File: config.mk
export PLATFORM = sky130hd
export DESIGN_NAME = i2c_target_rx
export DESIGN_NICKNAME = d
export VERILOG_FILES = /design/src/rtl/i2c_pkg.sv /design/src/rtl/i2c_bus_sync.sv /design/src/rtl/i2c_target_rx.sv
export SDC_FILE = /design/constraint.sdc
export NUM_CORES = 1
export LEC_CHECK = 0
export ABC_AREA = 1
export ABC_CLOCK_PERIOD_IN_PS = 2300
export BUFFER_PORTS_ARGS = -buffer_cell sky130_fd_sc_hd__buf_2
export CORE_UTILIZATION = 55
export DETAILED_ROUTE_END_ITERATION = 6
export GPL_ROUTABILITY_DRIVEN = 0
export PLACE_DENSITY_LB_ADDON = 0.15
export SLEW_MARGIN = 25
export SYNTH_ARGS = -nofsm -noshare
export SYNTH_HDL_FRONTEND = slang
export SYNTH_SLANG_ARGS = --single-unit
File: constraint.sdc
create_clock -name clk_i -period 2.3 [get_ports clk_i]
set_clock_uncertainty 0.15 [all_clocks]
set_input_delay 0.115 -clock clk_i [delete_from_list [all_inputs] [get_ports clk_i]]
set_output_delay 0.115 -clock clk_i [all_outputs]
set_load 0.005 [all_outputs]
File: src/rtl/i2c_pkg.sv
// ---------------------------------------------------------------------------
// i2c_pkg
// Shared definitions for the write-only I2C target receiver:
//   I2C_BITS     - data/address bits per I2C byte (8)
//   BIT_CNT_FULL - I2C_BITS sized to match the receiver's bit counter
//   i2c_state_e  - receiver FSM states
// ---------------------------------------------------------------------------
package i2c_pkg;

  localparam int unsigned I2C_BITS     = 8;
  localparam logic [3:0]  BIT_CNT_FULL = 4'(I2C_BITS);

  typedef enum logic [2:0] {
    IDLE,      // not addressed, waiting for START
    ADDR,      // shifting in the address byte
    ADDR_ACK,  // driving ACK for our address
    DATA,      // shifting in a data byte
    DATA_ACK,  // driving ACK for a data byte
    IGNORE     // someone else's transfer (or a read), wait for START/STOP
  } i2c_state_e;

endpackage

File: src/rtl/i2c_bus_sync.sv
// ---------------------------------------------------------------------------
// i2c_bus_sync
// Brings the asynchronous SCL/SDA lines into the clk_i domain through two
// flops each, keeps one extra history flop per line, and decodes bus events.
// Ports:
//   clk_i, sync_reset_i - system clock, synchronous active-high reset
//   scl_i, sda_in       - raw bus lines
//   sda_bit             - synchronized SDA level (sampled by the receiver)
//   scl_rise, scl_fall  - one-cycle pulses on synchronized SCL edges
//   start_det, stop_det - one-cycle pulses on START / STOP conditions
// ---------------------------------------------------------------------------
module i2c_bus_sync (
  input  logic clk_i,
  input  logic sync_reset_i,
  input  logic scl_i,
  input  logic sda_in,
  output logic sda_bit,
  output logic scl_rise,
  output logic scl_fall,
  output logic start_det,
  output logic stop_det
);

  logic scl_meta, scl_sync, scl_hist;
  logic sda_meta, sda_sync, sda_hist;

  // Reset to 1 (the idle bus level) so leaving reset never fakes an edge.
  always_ff @(posedge clk_i) begin
    if (sync_reset_i) begin
      scl_meta <= 1'b1;
      scl_sync <= 1'b1;
      scl_hist <= 1'b1;
      sda_meta <= 1'b1;
      sda_sync <= 1'b1;
      sda_hist <= 1'b1;
    end else begin
      // NOTE: non-blocking assignments make each flop take its neighbour's
      // pre-edge value, so this really is a three-stage shift chain.
      scl_meta <= scl_i;
      scl_sync <= scl_meta;
      scl_hist <= scl_sync;
      sda_meta <= sda_in;
      sda_sync <= sda_meta;
      sda_hist <= sda_sync;
    end
  end

  assign sda_bit  = sda_sync;
  assign scl_rise = scl_sync & ~scl_hist;
  assign scl_fall = ~scl_sync & scl_hist;

  // SDA may only change while SCL is high for START/STOP; requiring SCL
  // high on both samples keeps an SCL edge from being read as one.
  assign start_det = scl_sync & scl_hist & sda_hist & ~sda_sync;
  assign stop_det  = scl_sync & scl_hist & ~sda_hist & sda_sync;

endmodule

File: src/rtl/i2c_target_rx.sv
// ---------------------------------------------------------------------------
// i2c_target_rx
// Write-only I2C target. Answers DEV_ADDR with R/W=0, ACKs every data byte
// and presents each received byte with its index in the transfer.
// Ports:
//   clk_i, sync_reset_i - system clock, synchronous active-high reset
//   scl_i, sda_in       - bus lines (asynchronous to clk_i)
//   sda_out, sda_out_en - open-drain SDA drive (value always 0, enable = ACK)
//   data_o              - last received data byte (held until overwritten)
//   data_valid_o        - one-cycle pulse when data_o updates
//   byte_idx_o          - index of data_o in the transfer, saturates at 15
//   busy_o              - high from an addressed START until STOP
// ---------------------------------------------------------------------------
module i2c_target_rx
  import i2c_pkg::*;
#(
  parameter logic [6:0] DEV_ADDR = 7'h24
) (
  input  logic       clk_i,
  input  logic       sync_reset_i,
  input  logic       scl_i,
  input  logic       sda_in,
  output logic       sda_out,
  output logic       sda_out_en,
  output logic [7:0] data_o,
  output logic       data_valid_o,
  output logic [3:0] byte_idx_o,
  output logic       busy_o
);

  logic sda_bit, scl_rise, scl_fall, start_det, stop_det;

  i2c_bus_sync u_bus_sync (
    .clk_i       (clk_i),
    .sync_reset_i(sync_reset_i),
    .scl_i       (scl_i),
    .sda_in      (sda_in),
    .sda_bit     (sda_bit),
    .scl_rise    (scl_rise),
    .scl_fall    (scl_fall),
    .start_det   (start_det),
    .stop_det    (stop_det)
  );

  i2c_state_e state_q, state_d;
  logic [3:0] bit_cnt_q;
  logic [7:0] shift_q;
  logic [3:0] next_idx_q;
  logic       byte_done;
  logic       addr_match;

  assign byte_done  = (bit_cnt_q == BIT_CNT_FULL);
  // Reads (R/W=1) are treated as a non-matching address.
  assign addr_match = (shift_q[7:1] == DEV_ADDR) && !shift_q[0];

  always_comb begin
    // NOTE: default first so every path assigns state_d and no latch is
    // inferred.
    state_d = state_q;
    if (start_det) begin
      state_d = ADDR;
    end else if (stop_det) begin
      state_d = IDLE;
    end else begin
      case (state_q)
        ADDR:     if (scl_fall && byte_done) state_d = addr_match ? ADDR_ACK : IGNORE;
        DATA:     if (scl_fall && byte_done) state_d = DATA_ACK;
        ADDR_ACK,
        DATA_ACK: if (scl_fall) state_d = DATA;
        default:  state_d = state_q;
      endcase
    end
  end

  always_ff @(posedge clk_i) begin
    if (sync_reset_i) begin
      state_q      <= IDLE;
      sda_out_en   <= 1'b0;
      bit_cnt_q    <= '0;
      shift_q      <= '0;
      next_idx_q   <= '0;
      data_o       <= '0;
      data_valid_o <= 1'b0;
      byte_idx_o   <= '0;
      busy_o       <= 1'b0;
    end else begin
      state_q      <= state_d;
      // Registered from the next state so the ACK drive is glitch-free and
      // can only be high while the FSM sits in an ACK state.
      sda_out_en   <= (state_d == ADDR_ACK) || (state_d == DATA_ACK);
      data_valid_o <= 1'b0;

      // Any state change or START restarts the byte; a partial byte is
      // simply dropped.
      if (start_det || (state_d != state_q)) begin
        bit_cnt_q <= '0;
      end else if ((state_q == ADDR || state_q == DATA) && scl_rise && !byte_done) begin
        shift_q   <= {shift_q[6:0], sda_bit};
        bit_cnt_q <= bit_cnt_q + 4'd1;
      end

      if (state_q == ADDR && state_d == ADDR_ACK) begin
        next_idx_q <= '0;
        busy_o     <= 1'b1;
      end

      // Byte delivery coincides with the rising ACK enable.
      if (state_q == DATA && state_d == DATA_ACK) begin
        data_o       <= shift_q;
        data_valid_o <= 1'b1;
        byte_idx_o   <= next_idx_q;
        if (next_idx_q != 4'hF) next_idx_q <= next_idx_q + 4'd1;
      end

      if (stop_det) busy_o <= 1'b0;
    end
  end

  assign sda_out = 1'b0;

endmodule

== Yosys cells after proc, flatten, opt, wreduce, memory -nomap -nowiden ==
Index checks and enable logic that the tools add are counted.
Widths: inputs -> output; s select.

* Flip-flop bits (word level): 40
* Input bits: 4
* Output and inout bits: 16
* Word-level logic and storage cells: 65

* $add $sub $neg: 2
* Equality and inequality tests: 10
* Mux-type cells: 11
* Bitwise operators: 12
* Reduce and logical (&&, ||, !) cells: 15

{| class="wikitable"
|+ Operators by type and width
! cell !! count
|-
| $mux 3 || 6
|-
| $mux 4 || 3
|-
| $eq 3x2->1 const B || 3
|-
| $pmux 3 s3 || 1
|-
| $add 4x1->4 const B || 2
|-
| $and 1x1->1 || 7
|-
| $eq 7x6->1 const B || 1
|-
| $eq 3x3->1 const B || 2
|-
| $logic_and 1x1->1 || 6
|-
| $reduce_or 2->1 || 3
|-
| $not 1->1 || 5
|-
| $eq 4x4->1 const B || 1
|-
| $ne 4x4->1 const B || 1
|-
| $eq 3x1->1 const B || 1
|-
| $logic_or 1x1->1 || 3
|-
| $ne 3x3->1 || 1
|-
| $logic_not 1->1 || 2
|-
| $reduce_and 2->1 || 1
|-
| $mux 1 || 1
|}

== Logic depth before layout (Yosys ltp) ==
* Depth in word-level cells: 12
* Gate-level depth with buffers: 16
* Depth with buffers taken out: 15

== By module ==
Synthesis repeated with hierarchy kept, for this count alone.

* Cell total of the unflattened synthesis: 272
* Area, all modules: 1944.4 sq um

{| class="wikitable"
|+ Modules (own cells, without submodules)
! module !! times used !! cells each !! area each (sq um) !! seq. area each (sq um)
|-
| i2c_target_rx || 1 || 248 || 1746.7 || 680.7
|-
| i2c_bus_sync || 1 || 24 || 197.7 || 120.1
|}

== Worst setup path after synthesis ==
No wires, ideal clock.

* Path kind: register -> register
* Start point: register bit_cnt_q[0]
* End point: register byte_idx_o[0]
* Setup time: 111 ps
* Data arrival time: 1662 ps
* Required time: 2039 ps
* Path slack: 376 ps
* Cell stages (with the launch flop): 17
* Path buffers: 1
* Clock period less this slack: 1924 ps
* Cells stage by stage: dfxtp_1 inv_1 ha_1 nand2_1 nor2_1 nand2_1 nand2_1 nand2_1 nand2_1 nand2_2 nand2_2 nand2_1 nor2_2 buf_6 nand3_1 nand2_1 nor2_2

* Longest elaborated chain between the ends: 8
* Elaborated cells on any way between the ends: 9
* Those cells by class: 2 x eq/ne; 5 x mux; 2 x reduce/logical

{| class="wikitable"
|+ Ends and longest elaborated chain
! what !! RTL line !! text
|-
| start, declared || i2c_target_rx.sv:46 || <nowiki>logic [3:0] bit_cnt_q;</nowiki>
|-
| start signal, assigned || i2c_target_rx.sv:99 || <nowiki>bit_cnt_q <= bit_cnt_q + 4'd1;</nowiki>
|-
| $eq 4x4->1 * || i2c_target_rx.sv:52 || <nowiki>assign byte_done = (bit_cnt_q == BIT_CNT_FULL);</nowiki>
|-
| $logic_and 1x1->1 * || i2c_target_rx.sv:66, i2c_target_rx.sv:67 ||
|-
| $mux 3 (on tied branches) || i2c_target_rx.sv:67, i2c_target_rx.sv:66 ||
|-
| $pmux 3 s3 * || i2c_target_rx.sv:65 || <nowiki>case (state_q)</nowiki>
|-
| $mux 3 * || i2c_target_rx.sv:62 || <nowiki>end else if (stop_det) begin</nowiki>
|-
| $mux 3 * || i2c_target_rx.sv:60 || <nowiki>if (start_det) begin</nowiki>
|-
| $eq 3x3->1 * || i2c_target_rx.sv:108 || <nowiki>if (state_q == DATA && state_d == DATA_ACK) begin</nowiki>
|-
| $logic_and 1x1->1 * || i2c_target_rx.sv:108 ||
|-
| end signal, assigned || i2c_target_rx.sv:111 || <nowiki>byte_idx_o <= next_idx_q;</nowiki>
|-
| end, declared || i2c_target_rx.sv:27 || <nowiki>output logic [3:0] byte_idx_o,</nowiki>
|}

Mark *: on every way between the ends. The rest lies on a longest branch, timed or not.
A chain may end at the register's enable or synchronous reset.

== Final worst setup path ==
* Start point: register bit_cnt_q[1]
* End point: register data_o[0]

* Longest elaborated chain between the ends: 8
* Elaborated cells on any way between the ends: 9
* Those cells by class: 2 x eq/ne; 5 x mux; 2 x reduce/logical

{| class="wikitable"
|+ Ends and longest elaborated chain
! what !! RTL line !! text
|-
| $eq 4x4->1 * || i2c_target_rx.sv:52 ||
|-
| $logic_and 1x1->1 * || i2c_target_rx.sv:66, i2c_target_rx.sv:67 ||
|-
| $mux 3 (on tied branches) || i2c_target_rx.sv:67, i2c_target_rx.sv:66 ||
|-
| $pmux 3 s3 * || i2c_target_rx.sv:65 ||
|-
| $mux 3 * || i2c_target_rx.sv:62 ||
|-
| $mux 3 * || i2c_target_rx.sv:60 ||
|-
| $eq 3x3->1 * || i2c_target_rx.sv:108 ||
|-
| $logic_and 1x1->1 * || i2c_target_rx.sv:108 ||
|-
| end signal, assigned || i2c_target_rx.sv:109 || <nowiki>data_o <= shift_q;</nowiki>
|-
| end, declared || i2c_target_rx.sv:25 || <nowiki>output logic [7:0] data_o,</nowiki>
|}

Marked as above.

==> results by group <==
Outcome
  • Outcome: completed

Routing
  • First drt pass iteration count: 4
  • 1st-iter DRT viols: 91
  • Vias per std cell: 4.89
  • Vias: 1,707
  • Post-route ant nets: 0
  • Drt drc: 0
  • WL/cell: 11.1 um
  • Drt total wl: 3880 um

GRT
  • Grt ovf: 0
  • First-pass GRT wire length: 6760 um
  • Largest net degree at the start of global routing: 21
  • Number of global-route vias before repair: 1,587
  • Initial antenna violation count: 0
  • Total track usage: 21.8%

Floorplan
  • Row cnt: 21
  • Die Wd: 62.3 um
  • Chip height: 62.3 um
  • Core area: 3420 um2
  • Io pins: 20
  • Starting Density: 58.5%
  • Die area: 3880 um2

Clocking
  • Inserted Clock Buffers: 5
  • Clock sinks: 40
  • Register clock-pin slew on the reported worst setup and hold paths: 120 ps
  • Clock tree buffer depth: 2
  • CTS tree: built
  • H-tree levels: 2
  • Worst-Skew Late Latency: 350 ps
  • Root Driver: clkbuf_4
  • Buffers inserted by post-CTS timing repair: 0

Yosys
  • Mapped Area: 2000 um2
  • Synth Register Bits: 40
  • Netlist cell types: 31
  • Register area share after synthesis: 40.1%
  • Syn Area/Cell: 7.24 um2
  • YS warnings: 0
  • Synthesized net count: 283
  • Post-Synthesis Cells: 276

Power
  • Switching Fraction: 37.0%
  • Maximum vdd drop: 424 uV
  • Logic pwr share: 32.4%
  • Clk pwr share: 22.3%
  • P_int: 1.06 mW
  • Static leakage: 1.05 nW
  • Sequential share of power: 45.3%
  • Cell Pwr Density: 749 nW/um2
  • Net Switching: 624 uW

STA
  • Tmin final: 2090 ps
  • Slew Viols, Final: 0
  • Final Hold Viols: 0
  • Fmax: 0.478 GHz
  • Final setup vio count: 0
  • RSZ-0062 raised after global routing: false
  • Setup TNS: 0 ps
  • Fin crit share: 90.9%

Worst setup path
  • Most used cell, CP: nand2_1
  • Buf/Inv on CP: 2
  • Crit path kind: register to register
  • Critical Path RT: 2410 ps
  • Worst Path Max Fanout: 12
  • CP max stage delay: 350 ps
  • CP Capture Type: register
  • Arr. time, crit path: 2200 ps
  • Slowest stage cell on the critical path: dfxtp_2
  • Crit path cell chain: inv_1, ha_2, nand2_1, nor2_2, nand2_1, nand2_1, nand2_1, nand2_2, nand2_2, nand2_2, nand2_1, nor2_2, buf_12, nand3_1, nand2_1, nor2_2
  • CP Launch Type: register
  • Crit-path leading delay family: simple AND/OR/NAND/NOR gates

Placement
  • Placement Cell Area: 2150 um2
  • IO Port Bufs: 18
  • Post-DP HPWL: 2810 um
  • DP Cell Count: 338

Job
  • Max Cap Viol: 0

Layout
  • Nets: 309
  • Commonest non-fill, non-tap cell in the layout: nand2_1
  • FILL cells: 321
  • Share of cells above drive strength 1: 28.4%
  • Synth-to-layout area growth: 12.8%
  • Post-route cell area: 2250 um2
  • Commonest non-fill, non-tap cells in the layout: nand2_1 (58), dfxtp_1 (38), inv_1 (30), nor2_2 (25)
  • Fin cells: 349
  • Core Util, Final: 66.0%
  • Number of diodes: 0

Min path
  • HP Class: register to register
[cell usage after synthesis]
cell | number | area share, %
or2_2 | 4 | 1.3
nand3_2 | 2 | 1.0
nand2_4 | 1 | 0.56
nand3b_1 | 1 | 0.38
dfxtp_1 | 40 | 40
a21oi_2 | 1 | 0.44
buf_4 | 1 | 0.38
nor2_1 | 25 | 4.7
nand2_2 | 5 | 1.6
nand4_1 | 5 | 1.6
nor2_2 | 23 | 7.2
nand3_4 | 1 | 0.88
nor3_1 | 1 | 0.25
nand3_1 | 23 | 5.8
clkinv_2 | 1 | 0.25
o21ai_0 | 11 | 2.8
a21oi_4 | 2 | 1.6
xor2_1 | 3 | 1.3
buf_6 | 1 | 0.56
a21oi_1 | 14 | 3.5
nand2_1 | 60 | 11
ha_1 | 3 | 1.9
xnor2_1 | 2 | 0.88
buf_1 | 1 | 0.19
inv_1 | 31 | 5.8
o21ai_1 | 2 | 0.50
inv_2 | 5 | 0.94
conb_1 | 1 | 0.19
clkbuf_1 | 4 | 0.75
buf_12 | 1 | 1.0
nor2_4 | 1 | 0.56
[path summary, 6_finish.rpt]
check / cells past startpoint / to / slack [ps] / startpoint
setup reg to reg: 16 / data_o[0] / 210 / bit_cnt_q[1]
setup / recovery: 16 / data_o[0] / 210 / bit_cnt_q[1]
hold reg to reg: 1 / u_bus_sync.scl_sync / 270 / u_bus_sync.scl_meta
hold / removal: 1 / u_bus_sync.scl_sync / 270 / u_bus_sync.scl_meta
[power by group through the flow]
| stage | Combinational, mW | Sequential, mW | Clock [mW] |
|---|---|---|---|
| after floorplan | 0.415 | 0.773 | 0 |
| after global placement | 0.530 | 0.781 | 0 |
| after detailed placement | 0.531 | 0.780 | 0 |
| after CTS | 0.537 | 0.765 | 0.386 |
| after global routing | 0.600 | 0.772 | 0.424 |
| final | 0.546 | 0.765 | 0.376 |
[state kept, by name, indices dropped and copies added (netlist names)]
name                 count
data_o                   8
shift_q                  8
bit_cnt_q                4
byte_idx_o               4
next_idx_q               4
state_q                  3
busy_o                   1
data_valid_o             1
sda_out_en               1
u_bus_sync.scl_hist      1
u_bus_sync.scl_meta      1
u_bus_sync.scl_sync      1
u_bus_sync.sda_bit       1
u_bus_sync.sda_hist      1
u_bus_sync.sda_meta      1
[timing repair]
item                                    4_1_cts  5_1_grt
endpoints found under the hold margin        11        0
endpoints found under the setup margin        0       20
gates resized for setup                       0        9
hold buffers                                  3        0
[routing by layer]
layer	GRT usage [%]	vias up	share of wire, %
li1	-	907	-
met1	25.7	768	45
met2	38.2	26	50
met3	6.07	6	3.7
met4	6.98	0	1.2
met5	0	-	0
[layout make-up]
type / instances / area (um2) / area share [%]
clock buffer: 6 / 51.3 / 2.28
clock inverter: 2 / 10.0 / 0.444
inverter: 37 / 141 / 6.27
multi-input combinational: 191 / 1010 / 44.9
sequential: 40 / 803 / 35.6
tap: 46 / 57.6 / 2.55
timing repair buffer: 27 / 178 / 7.88
[kinds of logic (layout without fill, tap and decap cells)]
group / after synthesis / after routing / synth area share [%]
xor+xnor: 5 / 5 / 2.19
simple gates: 152 / 152 / 36.9
fa+ha+maj: 3 / 3 / 1.88
other cells: 1 / 1 / 0.188
flops: 40 / 40 / 40.1
buf+inv: 45 / 72 / 9.89
compound gates: 30 / 30 / 8.83
[per-stage QoR]
stage	hold WS [ps]	setup WS (ps)	total power, mW
3_3_place_gp	151	167	1.31
2_1_floorplan	68.8	376	1.19
5_1_grt	289	1.47	1.80
4_1_cts	273	113	1.69
3_5_place_dp	152	129	1.31
6_report	272	208	1.69
No activity file was read; power rests on OpenSTA's default activity.
